$ cat config.mk
export PLATFORM = sky130hd
export DESIGN_NAME = s_term_ram_io_pipe
export DESIGN_NICKNAME = d
export VERILOG_FILES = /design/src/rtl/s_term_pkg.sv /design/src/rtl/s_term_delay_line.sv /design/src/rtl/s_term_ram_io_pipe.sv
export SDC_FILE = /design/constraint.sdc
export NUM_CORES = 1
export LEC_CHECK = 0
export ABC_CLOCK_PERIOD_IN_PS = 2000
export BUFFER_PORTS_ARGS = -buffer_cell sky130_fd_sc_hd__buf_2
export CAP_MARGIN = 0
export CORE_UTILIZATION = 35
export DETAILED_ROUTE_END_ITERATION = 10
export HOLD_SLACK_MARGIN = 0.02
export PLACE_DENSITY = 0.69
export SYNTH_ARGS = -nofsm -noshare
export SYNTH_HDL_FRONTEND = slang
export SYNTH_SLANG_ARGS = --single-unit
$ cat constraint.sdc
create_clock -name UserCLK -period 2 [get_ports UserCLK]
set_input_delay 0.3 -clock UserCLK [delete_from_list [all_inputs] [get_ports UserCLK]]
set_output_delay 0.3 -clock UserCLK [all_outputs]
set_load 0.005 [all_outputs]
$ cat src/rtl/s_term_pkg.sv
// Shared definitions for the south-terminal RAM I/O pipe.
// Contents: per-group mode encoding, LFSR seed and tap positions, and the
// LFSR next-state helper.
package s_term_pkg;

  typedef enum logic [1:0] {
    MODE_PASS = 2'b00,
    MODE_REG  = 2'b01,
    MODE_ZERO = 2'b10,
    MODE_LFSR = 2'b11
  } mode_e;

  localparam int unsigned LFSR_W    = 16;
  localparam logic [15:0] LFSR_SEED = 16'hACE1;

  // Bit indices of taps 16, 14, 13 and 11.
  localparam int unsigned LFSR_TAP_A = 15;
  localparam int unsigned LFSR_TAP_B = 13;
  localparam int unsigned LFSR_TAP_C = 12;
  localparam int unsigned LFSR_TAP_D = 10;

  // Fibonacci step: shift left, XOR of the taps enters at bit 0.
  function automatic logic [15:0] lfsr_next(input logic [15:0] s);
    return {s[14:0], s[LFSR_TAP_A] ^ s[LFSR_TAP_B] ^ s[LFSR_TAP_C] ^ s[LFSR_TAP_D]};
  endfunction

endpackage

$ cat src/rtl/s_term_delay_line.sv
// Fixed-depth retiming delay line with synchronous active-high reset.
// Ports:
//   i_clk   - clock
//   i_rst   - synchronous active-high reset, clears every stage
//   i_data  - WIDTH-bit input
//   o_data  - i_data delayed by DEPTH cycles (combinational when DEPTH=0)
module s_term_delay_line #(
  parameter int unsigned WIDTH = 8,
  parameter int unsigned DEPTH = 1
) (
  input  logic             i_clk,
  input  logic             i_rst,
  input  logic [WIDTH-1:0] i_data,
  output logic [WIDTH-1:0] o_data
);

  if (DEPTH > 3) begin : g_bad_depth
    $error("s_term_delay_line: DEPTH must be in 0..3");
    assign o_data = '0;
  end else if (DEPTH == 0) begin : g_wire
    logic w_unused;
    assign w_unused = ^{i_clk, i_rst};
    assign o_data   = i_data;
  end else begin : g_pipe
    logic [WIDTH-1:0] r_pipe [DEPTH];

    // Shift register; reset clears all stages so no stale pulse escapes.
    always_ff @(posedge i_clk) begin
      if (i_rst) begin
        for (int i = 0; i < int'(DEPTH); i++) r_pipe[i] <= '0;
      end else begin
        r_pipe[0] <= i_data;
        for (int i = 1; i < int'(DEPTH); i++) r_pipe[i] <= r_pipe[i-1];
      end
    end

    assign o_data = r_pipe[DEPTH-1];
  end

endmodule

$ cat src/rtl/s_term_ram_io_pipe.sv
// South-terminal RAM I/O pipe: loops S-side wire groups back to N-side with a
// configurable per-group mode, and retimes the frame buses.
// Ports:
//   UserCLK/UserRST        - clock, synchronous active-high reset
//   S1END/S2MID/S2END/S4END - wire-group inputs (groups 0..3)
//   N1BEG/N2BEG/N2BEGb/N4BEG - wire-group outputs (groups 0..3)
//   FrameData/FrameStrobe  - config frame buses; FrameStrobe[0] captures cfg
//   FrameData_O/FrameStrobe_O - frame buses delayed by STROBE_STAGES cycles
//   UserCLKo               - clock forwarded ungated
module s_term_ram_io_pipe
  import s_term_pkg::*;
#(
  parameter int unsigned MaxFramesPerCol = 20,
  parameter int unsigned FrameBitsPerRow = 32,
  parameter int unsigned NoConfigBits    = 8,
  parameter int unsigned W1              = 4,
  parameter int unsigned W2              = 8,
  parameter int unsigned W4              = 16,
  parameter int unsigned STROBE_STAGES   = 1
) (
  input  logic                       UserCLK,
  input  logic                       UserRST,
  input  logic [W1-1:0]              S1END,
  input  logic [W2-1:0]              S2MID,
  input  logic [W2-1:0]              S2END,
  input  logic [W4-1:0]              S4END,
  output logic [W1-1:0]              N1BEG,
  output logic [W2-1:0]              N2BEG,
  output logic [W2-1:0]              N2BEGb,
  output logic [W4-1:0]              N4BEG,
  input  logic [FrameBitsPerRow-1:0] FrameData,
  output logic [FrameBitsPerRow-1:0] FrameData_O,
  input  logic [MaxFramesPerCol-1:0] FrameStrobe,
  output logic [MaxFramesPerCol-1:0] FrameStrobe_O,
  output logic                       UserCLKo
);

  if (NoConfigBits != 8) begin : g_bad_cfg
    $error("s_term_ram_io_pipe: NoConfigBits must be 8");
  end

  localparam int unsigned MaxW12   = (W1 > W2) ? W1 : W2;
  localparam int unsigned MaxW     = (MaxW12 > W4) ? MaxW12 : W4;
  localparam int unsigned LfsrReps = (MaxW + LFSR_W - 1) / LFSR_W;

  logic [NoConfigBits-1:0]      r_cfg;
  logic [W1-1:0]                r_g0;
  logic [W2-1:0]                r_g1;
  logic [W2-1:0]                r_g2;
  logic [W4-1:0]                r_g3;
  logic [LFSR_W-1:0]            r_lfsr;

  mode_e                        w_mode0, w_mode1, w_mode2, w_mode3;
  logic                         w_any_lfsr;
  logic [LfsrReps*LFSR_W-1:0]   w_lfsr_rep;
  logic [MaxW-1:0]              w_lfsr_fill;

  assign w_mode0 = mode_e'(r_cfg[1:0]);
  assign w_mode1 = mode_e'(r_cfg[3:2]);
  assign w_mode2 = mode_e'(r_cfg[5:4]);
  assign w_mode3 = mode_e'(r_cfg[7:6]);

  assign w_any_lfsr = (w_mode0 == MODE_LFSR) || (w_mode1 == MODE_LFSR) ||
                      (w_mode2 == MODE_LFSR) || (w_mode3 == MODE_LFSR);

  // Wide groups see the 16-bit pattern repeated.
  assign w_lfsr_rep  = {LfsrReps{r_lfsr}};
  assign w_lfsr_fill = MaxW'(w_lfsr_rep);

  // Config capture, group registers (load every cycle so a switch to
  // registered mode shows the prior-cycle input at once), LFSR.
  always_ff @(posedge UserCLK) begin
    if (UserRST) begin
      r_cfg  <= '0;
      r_g0   <= '0;
      r_g1   <= '0;
      r_g2   <= '0;
      r_g3   <= '0;
      r_lfsr <= LFSR_SEED;
    end else begin
      if (FrameStrobe[0]) r_cfg <= FrameData[NoConfigBits-1:0];
      r_g0 <= S1END;
      r_g1 <= S2MID;
      r_g2 <= S2END;
      r_g3 <= S4END;
      if (w_any_lfsr) r_lfsr <= lfsr_next(r_lfsr);
    end
  end

  // Per-group output selection at the widest group width.
  function automatic logic [MaxW-1:0] f_group(input mode_e m,
                                              input logic [MaxW-1:0] pass,
                                              input logic [MaxW-1:0] regd,
                                              input logic [MaxW-1:0] lfsr);
    logic [MaxW-1:0] res;
    case (m)
      MODE_PASS: res = pass;
      MODE_REG:  res = regd;
      MODE_ZERO: res = '0;
      default:   res = lfsr;
    endcase
    return res;
  endfunction

  assign N1BEG  = W1'(f_group(w_mode0, MaxW'(S1END), MaxW'(r_g0), w_lfsr_fill));
  assign N2BEG  = W2'(f_group(w_mode1, MaxW'(S2MID), MaxW'(r_g1), w_lfsr_fill));
  assign N2BEGb = W2'(f_group(w_mode2, MaxW'(S2END), MaxW'(r_g2), w_lfsr_fill));
  assign N4BEG  = W4'(f_group(w_mode3, MaxW'(S4END), MaxW'(r_g3), w_lfsr_fill));

  assign UserCLKo = UserCLK;

  s_term_delay_line #(
    .WIDTH (MaxFramesPerCol),
    .DEPTH (STROBE_STAGES)
  ) u_strobe_dly (
    .i_clk  (UserCLK),
    .i_rst  (UserRST),
    .i_data (FrameStrobe),
    .o_data (FrameStrobe_O)
  );

  s_term_delay_line #(
    .WIDTH (FrameBitsPerRow),
    .DEPTH (STROBE_STAGES)
  ) u_data_dly (
    .i_clk  (UserCLK),
    .i_rst  (UserRST),
    .i_data (FrameData),
    .o_data (FrameData_O)
  );

endmodule
# Word level (Yosys, flattened, before mapping)
# Memory sizes are Yosys's and may differ from the RTL's.
# Cells that the tools add are included.
[classes]
eq_ne = 12
reduce_logical = 9
bitwise_logic = 3
muxes = 11
[op_table]
columns = ["op", "n"]
rows = [
  ["16-bit case mux with 3 select lines", 1],
  ["8-bit case mux with 3 select lines", 2],
  ["32-bit 2-to-1 mux", 1],
  ["32-bit OR reduction", 1],
  ["20-bit 2-to-1 mux", 1],
  ["20-bit OR reduction", 1],
  ["2-bit == test, second input constant", 8],
  ["4-bit case mux with 3 select lines", 1],
  ["2-bit by 1-bit == test with 1-bit output, second input constant", 4],
  ["2-bit zero test", 4],
  ["1-bit 2-to-1 mux", 5],
  ["1-bit logical OR", 3],
  ["1-bit bitwise XOR", 3],
]
[word_totals]
out_inout_bits = 89
register_bits = 60
mem_count = 2
mem_bits_rw = 52
wordCells = 43
[mem_list]
columns = ["memory", "depth", "width", "rd", "rd_clocked_by_memory_dff", "write_ports", "line", "source"]
rows = [
  ["u_data_dly.g_pipe.r_pipe", 1, 32, 1, 0, 1, "s_term_delay_line.sv:25", "logic [WIDTH-1:0] r_pipe [DEPTH];"],
  ["u_strobe_dly.g_pipe.r_pipe", 1, 20, 1, 0, 1, "s_term_delay_line.sv:25", ""],
]

# Logic depth before layout (Yosys ltp)
[depth]
depth_word = 4
ltp_mapped = 5
ltp_nobuf = 3

# Modules after synthesis
# Synthesis repeated with hierarchy kept, for this count alone.
[unflattened]
hier_cells = 383
area_unflattened_um2 = 4236.6
[by_module_without_submodules]
columns = ["module", "n_inst", "cells_each", "area_per_inst_um2"]
rows = [
  ["s_term_ram_io_pipe", 1, 274, 2755.1],
  ["s_term_delay_line (u_data_dly)", 1, 67, 863.3],
  ["s_term_delay_line (u_strobe_dly)", 1, 42, 618.1],
]

==> results.json <==
{
  "slowest_stage": "dfxtp_1",
  "critPathMaxStageDelay_ns": 0.47,
  "ys_types": 24,
  "cts_tree": "built",
  "tns_ns": 0,
  "numPortBuffers": 178,
  "p_switching_uw": 1190,
  "antenna_found_initial": 0,
  "vias": 3389,
  "ir_worst_vdd_mv": 0.927,
  "hp-class": "input pin to register",
  "die_width_um": 111,
  "grtUsageMet2": 0.294,
  "synth_edf_count": 0,
  "hold_end": "u_data_dly.g_pipe.r_pipe[0][10]",
  "r2r-start": "r_cfg[5]",
  "leakagePower_uw": 0.00257,
  "antenna_cells": 0,
  "met3_usage": 0.0461,
  "gr-usage-all-layers": 0.175,
  "yosys.area.top_type_share": 0.544,
  "holdPathStages": 2,
  "wl_per_cell_um": 15.1,
  "grt_max_degree": 60,
  "firstDrtPassIters": 4,
  "synth-seq-area-share": 0.544,
  "syn_avg_cell_area_um2": 10.7,
  "top_usage_layer": "met2",
  "ff2ff_path_depth": 4,
  "crit_required_ns": 1.70,
  "maxCapViolCount": 0,
  "drv_slew": 0,
  "drt_iter0_markers": 139,
  "clkSlewWorstSetupHoldPaths_ns": 0.07,
  "cp-start-kind": "register",
  "core_area_um2": 11500,
  "gp_congestion": 0.794,
  "overflow": 0,
  "finalHoldViolCount": 0,
  "routed_wl_mm": 10.7,
  "fin_crit_sh": 0.962,
  "netlist_top_cells_area": "dfxtp_1 (54%), nor2b_1 (13%), mux2i_1 (5.8%)",
  "p_int_uw": 4000,
  "crit_start": "r_cfg[4]",
  "swShare": 0.229,
  "cp_max_fo": 5,
  "setup_viol": 0,
  "antenna_left": 0,
  "die-area_um2": 12200,
  "synth-seq-cells": 112,
  "final_util": 0.482,
  "synthCells": 384,
  "nFillCells": 1078,
  "skew_ns": 0.00694,
  "cp_cell_sequence": "nor2_1, buf_4, a22o_1, buf_2",
  "drive_gt1_frac": 0.432,
  "hold_ws_ns": 0.0472,
  "worstSetupEndpointType": "output port",
  "synth.most_common_cell": "dfxtp_1",
  "power.share.clock": 0.417,
  "first_global_vias": 3438,
  "nets": 648,
  "p_per_area_nw_per_um2": 938,
  "combPwrFrac": 0.117,
  "worst_pin_slew_ns": 0.643,
  "synth_top_area_cell": "dfxtp_1",
  "ctsHoldBuffers": 0,
  "min_from": "FrameData[10]",
  "synth_common_cells": "dfxtp_1 (112), nor2b_1 (88), mux2i_1 (24)",
  "clk_latency_ns": 0.45,
  "yosysWarningCount": 0,
  "power_frac_seq": 0.467,
  "ys.flop_type": "dfxtp_1",
  "fmax_mhz": 520,
  "rr_endpoint": "r_lfsr[7]",
  "rsz0062_at_grt": "no",
  "relSlewSlack": 0.572,
  "post-route-min-period_ns": 1.92,
  "drcViolationCount": 0,
  "start_util": 0.360,
  "area_delta_synth_final_pct": 34.1,
  "status": "completed",
  "syn_area_um2": 4130,
  "setup.worst_path.class": "register to output port",
  "finalNonFillerCells": 706,
  "stdcell_area_um2": 5530,
  "synthArstFlopShare": 0,
  "cp.arrival_ns": 1.62,
  "rows": 39,
  "synth_nets": 474,
  "dp_hpwl_mm": 7.76,
  "rrSetupSlack_ns": 0.44,
  "io_pins": 179,
  "use_met1": 0.207,
  "dpl_cell_area_um2": 5130,
  "dp.cells": 687,
  "grt_pass1_wl_mm": 16.7,
  "die_h_um": 111,
  "viasPerCell": 4.80
}
## worst max path at each step
stage	endpoint	cells after the start
6_report	N2BEGb[3]	4
5_1_grt	N2BEGb[3]	4
4_1_cts	N2BEGb[0]	4
3_5_place_dp	N2BEGb[1]	4
3_3_place_gp	N2BEGb[1]	4
2_1_floorplan	N2BEGb[5]	3
## critical path, delay by kind of cell (launching register included)
| family | cells | cell delay [ns] |
|---|---|---|
| AO/OA/AOI/OAI | 1 | 0.23 |
| AND/OR/NAND/NOR | 1 | 0.16 |
| buffers and inverters | 2 | 0.30 |
| flip-flops | 1 | 0.47 |
## cell families (layout without fill, tap and decap cells)
family	count (synthesis)	after routing	synth area share
simple gates	133	133	0.187
xor+xnor	3	3	0.00637
compound gates	64	64	0.113
buf+inv	28	207	0.0376
flops	112	112	0.544
mux	44	44	0.113
## layout by cell type (no fill, tap or decap), drive strengths merged, types with 2 or more instances in the layout
cell type,netlist,final
mux2,20,20
buf,15,188
xnor2,2,2
a21oi,8,8
and3,8,8
dfxtp,112,112
a22o,22,22
nor2b,88,88
nand2,17,17
mux2i,24,24
nor2,11,11
clkbuf,13,15
o21ai,24,24
a211o,8,8
nand3,8,8
a22oi,2,2
## area by class of cell
cell class	count	area, µm²	area share
Tap cell	143	179	0.0323
Multi-Input combinational cell	244	1730	0.313
Sequential cell	112	2250	0.407
Clock inverter	4	51.3	0.00927
Timing Repair Buffer	187	983	0.178
Clock buffer	16	337	0.0608
## power by group through the flow
stage | sequential (µW) | combinational (µW) | clock, µW
final | 2420 | 605 | 2160
after detailed placement | 2480 | 610 | 21.7
after floorplan | 2450 | 336 | 32.4
after global routing | 2440 | 665 | 2330
after global placement | 2470 | 593 | 21.7
after CTS | 2420 | 610 | 2220
## repair_timing
action                     4_1_cts  5_1_grt
setup buffers                    0        1
resized for setup                5        4
setup endpoints to repair       34       14
## flip-flops by register name, indices dropped and copies added, names as in the netlist
name                        count
r_cfg                           8
r_g0                            4
r_g1                            8
r_g2                            8
r_g3                           16
r_lfsr                         16
u_data_dly.g_pipe.r_pipe       32
u_strobe_dly.g_pipe.r_pipe     20
## per-stage QoR
stage / setup slack (ns) / power (µW)
after global placement: 0.346 / 3090
after detailed placement: 0.326 / 3110
after global routing: 0.0112 / 5430
after floorplan: 0.544 / 2820
final: 0.0766 / 5190
after CTS: 0.0182 / 5260
## layer usage
layer	routed length [µm]	part of all wire	vias up
li1	-	-	1639
met1	4490	0.42	1601
met2	5230	0.49	137
met3	755	0.071	12
met4	176	0.017	0
met5	0	0	-
No activity file was read; power rests on OpenSTA's default activity.
